File: src/rtl/enemy_march_ctrl.sv
// Marching enemy sprite controller: steps sideways every FRAMES_PER_STEP frames,
// drops a row at each edge, dies on hit, respawns after RESPAWN_FRAMES, latches on landing.
module enemy_march_ctrl #(
  parameter int START_X         = 100,
  parameter int START_Y         = 60,
  parameter int STEP_X          = 8,
  parameter int STEP_Y          = 16,
  parameter int LEFT_BOUND      = 8,
  parameter int RIGHT_BOUND     = 616,
  parameter int FLOOR_Y         = 400,
  parameter int FRAMES_PER_STEP = 4,
  parameter int RESPAWN_FRAMES  = 60
) (
  input  logic        clk,
  input  logic        reset,
  input  logic        frame_tick,
  input  logic        enable,
  input  logic        hit,
  output logic [10:0] posX,
  output logic [10:0] posY,
  output logic        alive,
  output logic        dir,
  output logic        landed,
  output logic        step_pulse
);

  localparam int DIV_W = (FRAMES_PER_STEP > 1) ? $clog2(FRAMES_PER_STEP) : 1;
  localparam int RSP_W = $clog2(RESPAWN_FRAMES + 1);

  typedef enum logic [1:0] {
    MARCH  = 2'd0,
    DROP   = 2'd1,
    DEAD   = 2'd2,
    LANDED = 2'd3
  } state_t;

  state_t             r_state, w_state_n;
  logic [10:0]        r_pos_x, w_pos_x_n;
  logic [10:0]        r_pos_y, w_pos_y_n;
  logic               r_dir, w_dir_n;
  logic               r_alive, w_alive_n;
  logic               r_landed, w_landed_n;
  logic               r_step_pulse, w_step_pulse_n;
  logic [DIV_W-1:0]   r_div, w_div_n;
  logic [RSP_W-1:0]   r_resp, w_resp_n;

  logic               w_qtick;
  logic               w_div_last;
  logic [11:0]        w_right_sum;
  logic [11:0]        w_drop_sum;
  logic               w_at_right;
  logic               w_at_left;
  logic               w_at_floor;

  assign w_qtick    = frame_tick & enable;
  assign w_div_last = (r_div == DIV_W'(FRAMES_PER_STEP - 1));

  // Bounds math is one bit wider than the position so the compare cannot wrap.
  assign w_right_sum = {1'b0, r_pos_x} + 12'(STEP_X);
  assign w_drop_sum  = {1'b0, r_pos_y} + 12'(STEP_Y);
  assign w_at_right  = (w_right_sum > 12'(RIGHT_BOUND));
  assign w_at_left   = ({1'b0, r_pos_x} < 12'(LEFT_BOUND + STEP_X));
  assign w_at_floor  = (w_drop_sum >= 12'(FLOOR_Y));

  // NOTE: every next-state signal is defaulted to its register first, so no
  // path through the case below can leave one unassigned and infer a latch.
  always_comb begin
    w_state_n      = r_state;
    w_pos_x_n      = r_pos_x;
    w_pos_y_n      = r_pos_y;
    w_dir_n        = r_dir;
    w_alive_n      = r_alive;
    w_landed_n     = r_landed;
    w_step_pulse_n = 1'b0;
    w_div_n        = r_div;
    w_resp_n       = r_resp;

    case (r_state)
      MARCH, DROP: begin
        if (hit) begin
          w_state_n = DEAD;
          w_alive_n = 1'b0;
          w_div_n   = '0;
          w_resp_n  = RSP_W'(RESPAWN_FRAMES);
        end else if (w_qtick) begin
          if (!w_div_last) begin
            w_div_n = r_div + DIV_W'(1);
          end else begin
            w_div_n = '0;
            if (r_state == MARCH) begin
              if (r_dir ? w_at_right : w_at_left) begin
                w_state_n = DROP;
              end else begin
                w_pos_x_n      = r_dir ? w_right_sum[10:0] : (r_pos_x - 11'(STEP_X));
                w_step_pulse_n = 1'b1;
              end
            end else begin
              w_pos_y_n      = w_drop_sum[10:0];
              w_dir_n        = ~r_dir;
              w_step_pulse_n = 1'b1;
              if (w_at_floor) begin
                w_state_n  = LANDED;
                w_landed_n = 1'b1;
              end else begin
                w_state_n = MARCH;
              end
            end
          end
        end
      end

      DEAD: begin
        if (w_qtick) begin
          if (r_resp <= RSP_W'(1)) begin
            w_resp_n  = '0;
            w_state_n = MARCH;
            w_pos_x_n = 11'(START_X);
            w_pos_y_n = 11'(START_Y);
            w_dir_n   = 1'b1;
            w_alive_n = 1'b1;
            w_div_n   = '0;
          end else begin
            w_resp_n = r_resp - RSP_W'(1);
          end
        end
      end

      LANDED: begin
      end

      default: w_state_n = MARCH;
    endcase
  end

  // NOTE: state registers use non-blocking assignments so every register
  // samples the pre-edge values regardless of statement order.
  always_ff @(posedge clk) begin
    if (reset) begin
      r_state      <= MARCH;
      r_pos_x      <= 11'(START_X);
      r_pos_y      <= 11'(START_Y);
      r_dir        <= 1'b1;
      r_alive      <= 1'b1;
      r_landed     <= 1'b0;
      r_step_pulse <= 1'b0;
      r_div        <= '0;
      r_resp       <= '0;
    end else begin
      r_state      <= w_state_n;
      r_pos_x      <= w_pos_x_n;
      r_pos_y      <= w_pos_y_n;
      r_dir        <= w_dir_n;
      r_alive      <= w_alive_n;
      r_landed     <= w_landed_n;
      r_step_pulse <= w_step_pulse_n;
      r_div        <= w_div_n;
      r_resp       <= w_resp_n;
    end
  end

  assign posX       = r_pos_x;
  assign posY       = r_pos_y;
  assign alive      = r_alive;
  assign dir        = r_dir;
  assign landed     = r_landed;
  assign step_pulse = r_step_pulse;

endmodule

File: config.mk
export PLATFORM = sky130hd
export DESIGN_NAME = enemy_march_ctrl
export DESIGN_NICKNAME = d
export VERILOG_FILES = /design/src/rtl/enemy_march_ctrl.sv
export SDC_FILE = /design/constraint.sdc
export NUM_CORES = 1
export LEC_CHECK = 0
export ABC_AREA = 0
export CORE_MARGIN = 4
export CORE_UTILIZATION = 40
export CTS_CLUSTER_DIAMETER = 50
export DETAILED_ROUTE_END_ITERATION = 8
export PLACE_DENSITY = 0.7
export SYNTH_ARGS = -nofsm -noshare
export SYNTH_HDL_FRONTEND = slang
export SYNTH_SLANG_ARGS = --single-unit
File: constraint.sdc
create_clock -name clk -period 2.25 [get_ports clk]
set_clock_uncertainty 0.2 [all_clocks]
set_input_delay 0.3375 -clock clk [delete_from_list [all_inputs] [get_ports clk]]
set_output_delay 0.3375 -clock clk [all_outputs]
set_load 0.05 [all_outputs]
==> results of run 1 <==
sequential cells by signal, indices dropped and copies added (netlist names):
name and cells:
alive 1, dir 1, landed 1, posX 9
posY 8, r_div 2, r_resp 6, r_state 2
step_pulse 1
worst paths after layout:
path                              start       to  slack, ns  cells after the start
worst max-delay path            posY[7]  posY[7]       0.05                      1
worst min-delay path              alive    alive       0.27                      2
worst max register to register  posX[3]  posX[5]       0.09                      7
worst min register to register    alive    alive       0.27                      2
power by group through the flow:
stage | clock [W] | combinational [W] | sequential, W
finish | 0.000430 | 0.000190 | 0.000575
detailed placement | 0 | 0.000183 | 0.000587
global placement | 0 | 0.000180 | 0.000587
global route | 0.000466 | 0.000206 | 0.000577
CTS | 0.000438 | 0.000184 | 0.000575
floorplan | 0 | 0.000132 | 0.000590
repair_timing:
item,in CTS,in global routing
endpoints found under the setup margin,1,10
gates resized for setup,0,8
pin swaps,1,4
buffers inserted,3,3
endpoints found under the hold margin,0,0
gates cloned,0,0
through the flow:
step           instances  TNS [ns]
3_5_place_dp         358         0
3_3_place_gp         358         0
4_1_cts              369         0
5_1_grt              372   -0.0128
2_1_floorplan        264         0
6_report             372         0
placed cells by master (no fill, tap or decap), types with 3 or more instances in the layout:
master / count
nor2_1: 31
buf_4: 28
clkdlybuf4s50_1: 25
dfxtp_1: 24
a21oi_1: 20
nand2_1: 19
inv_1: 11
o21ai_0: 11
nand2b_1: 8
nand3_1: 6
or3_1: 6
nor4_1: 5
a31oi_1: 5
ha_1: 5
clkbuf_8: 5
dfxtp_4: 5
o2bb2ai_1: 4
mux2i_1: 4
conb_1: 4
nor2b_1: 3
and3_1: 3
a31oi_2: 3
or2_2: 3
metal layers:
metal  vias up  GRT usage (%)  part of all wire (%)
li1       1015              -                     -
met5         -              0                     0
met3        10           4.26                   3.8
met4         0           4.73                   1.8
met1       933           22.2                    48
met2        46           27.0                    46
area by class of cell:
type	instances	area share, %
sequential	31	23.9
clock buffer	7	2.84
inverter	11	1.53
clock inverter	1	0.186
multi-input combinational	197	50.0
tap	70	3.26
timing repair buffer	55	18.3
logic make-up (layout without fill, tap and decap cells):
logic type | count (synthesis) | after routing | synth area share, %
XOR/XNOR | 2 | 2 | 0.840
AND/OR/NAND/NOR | 108 | 108 | 28.9
flip-flops | 31 | 31 | 29.8
buffers and inverters | 36 | 74 | 9.36
other | 1 | 4 | 0.180
adder cells (fa/ha/maj) | 7 | 7 | 4.20
AO/OA/AOI/OAI | 71 | 71 | 24.3
multiplexers | 5 | 5 | 2.46
worst register-to-register path, delay by kind of cell, from the launching register on:
family / cells / cell delay (ns)
AND/OR/NAND/NOR: 1 / 0.13
AO/OA/AOI/OAI: 4 / 0.96
flip-flops: 1 / 0.41
buffers and inverters: 1 / 0.09
adder cells (fa/ha/maj): 1 / 0.26
==> flow_metrics.py, run 1 <==
metrics = {
    "logic_synthesis": {
        "dominantRegCellSynth": "dfxtp_1",
        "synth_common_cells": "dfxtp_1 (31), nor2_1 (31), a21oi_1 (20), nand2_1 (20), o21ai_0 (12)",
        "yosys.area.top_type": "dfxtp_1",
        "synth_seq_cells": 31,
        "async_flop_share_pct": 0,
        "synth_top_cells_by_area": "dfxtp_1 (30%), nor2_1 (5.6%), a21oi_1 (4.8%), ha_1 (4.2%), nand2_1 (3.6%)",
        "synth.top_cell.area_share_pct": 29.8,
        "synth_area_um2": 2080,
        "synth.distinct_cells": 65,
        "ys_seq_area_share_pct": 29.8,
        "yosysWarnings": 0,
        "synth.avg_cell_area_um2": 7.99,
        "syn_inst": 261,
        "synth-edff-count": 0,
    },
    "route": {
        "ant_nets": 0,
        "drc_errors": 0,
        "drt_first_pass_iters": 4,
        "drt_iter0_drc": 177,
        "wl_per_cell_um": 13.9,
        "num_vias": 2004,
        "drt-total-wl_um": 5180,
        "vias_per_cell": 5.39,
    },
    "global_route": {
        "grt_usage_pct": 16.8,
        "overflow": 0,
        "grt_pass1_wl_um": 8650,
        "antenna_found_initial": 0,
        "grt_max_degree": 18,
        "grt_pass1_vias": 1860,
    },
    "timing": {
        "hold_viol": 0,
        "fin_crit_ns": 2.20,
        "worstMarginPinSlew_ns": 0.623,
        "relSlewSlack_pct": 58.5,
        "finalCritPeriodShare_pct": 97.8,
        "maxSlewViolCount": 0,
        "setup_slack_ns": 0.0493,
        "rsz0062_at_grt": "yes",
        "whs_ns": 0.269,
        "finalSetupViolations": 0,
        "fmax_mhz": 454,
    },
    "place": {
        "place_worst_setup_slack_ns": 0.0148,
        "portBuffers": 26,
        "gp_congestion": 0.848,
        "place_area_um2": 2520,
        "hpwlAfterDp_um": 3710,
    },
    "setup_path": {
        "crit_type": "reg2out",
        "startpoint_type": "flop",
        "critical_path.max_fanout": 9,
        "end_kind": "output port",
        "critPathTopFamily": "buffers and inverters",
        "required_ns": 1.71,
        "worstPathCellList": "clkdlybuf4s50_1",
        "path_buf_inv": 1,
        "slowest_delay_ns": 0.87,
        "critPathSlowestCell": "clkdlybuf4s50_1",
        "worst_ep_arrival_time_ns": 1.66,
    },
    "status": {
        "status": "completed",
    },
    "layout": {
        "final_nets": 313,
        "multi_input_area_um2": 1350,
        "seq_area_um2": 642,
        "fillers": 482,
        "fin_area_um2": 2690,
        "final_core_util_pct": 53.0,
        "drive_gt1_share_pct": 21.9,
        "area_delta_synth_final_pct": 29.1,
        "antennaDiodeCount": 0,
    },
    "clock_tree": {
        "clk_latency_ns": 0.29,
        "numCtsBuffers": 5,
        "cts-hold-fix-buffers": 0,
        "cts_tree": "built",
        "clk_path_buf_depth": 2,
        "ctsRootBufferMaster": "clkbuf_8",
        "clkTransAtPathRegs_ns": 0.07,
        "htreeDepth": 2,
        "cts_sinks": 31,
    },
    "floorplanning": {
        "die_h_um": 80.2,
        "die_x_um": 80.2,
        "core_area_um2": 5070,
        "die-area_um2": 6430,
        "initial_core_util_pct": 41.1,
        "io-pin-count": 31,
        "rows": 26,
    },
    "power_and_ir_drop": {
        "p_switching_w": 0.000342,
        "power.share.clock_pct": 36.0,
        "p_total_w": 0.00119,
        "sw_frac_of_total_pct": 28.6,
        "internal-power_w": 0.000852,
        "p_leak_nw": 1.02,
        "comb_power_share_pct": 15.9,
        "seqPwrFrac_pct": 48.1,
        "power_density_nw_per_um2": 444,
        "vdd_drop_max_uv": 286,
    },
    "run": {
        "drv_cap": 0,
    },
    "min_path": {
        "hold_class": "reg2reg",
    },
}
(Power assumes the default switching activity.)
==> inputs of run 2 (changes only) <==
--- a/config.mk
+++ b/config.mk
@@ -6,6 +6,7 @@
 export NUM_CORES = 1
 export LEC_CHECK = 0
 export ABC_AREA = 0
+export ABC_CLOCK_PERIOD_IN_PS = 2250
 export CORE_MARGIN = 4
 export CORE_UTILIZATION = 40
 export CTS_CLUSTER_DIAMETER = 50
==> results of run 2 <==
The final DEF is identical to that of run 1; final timing and power are the same.
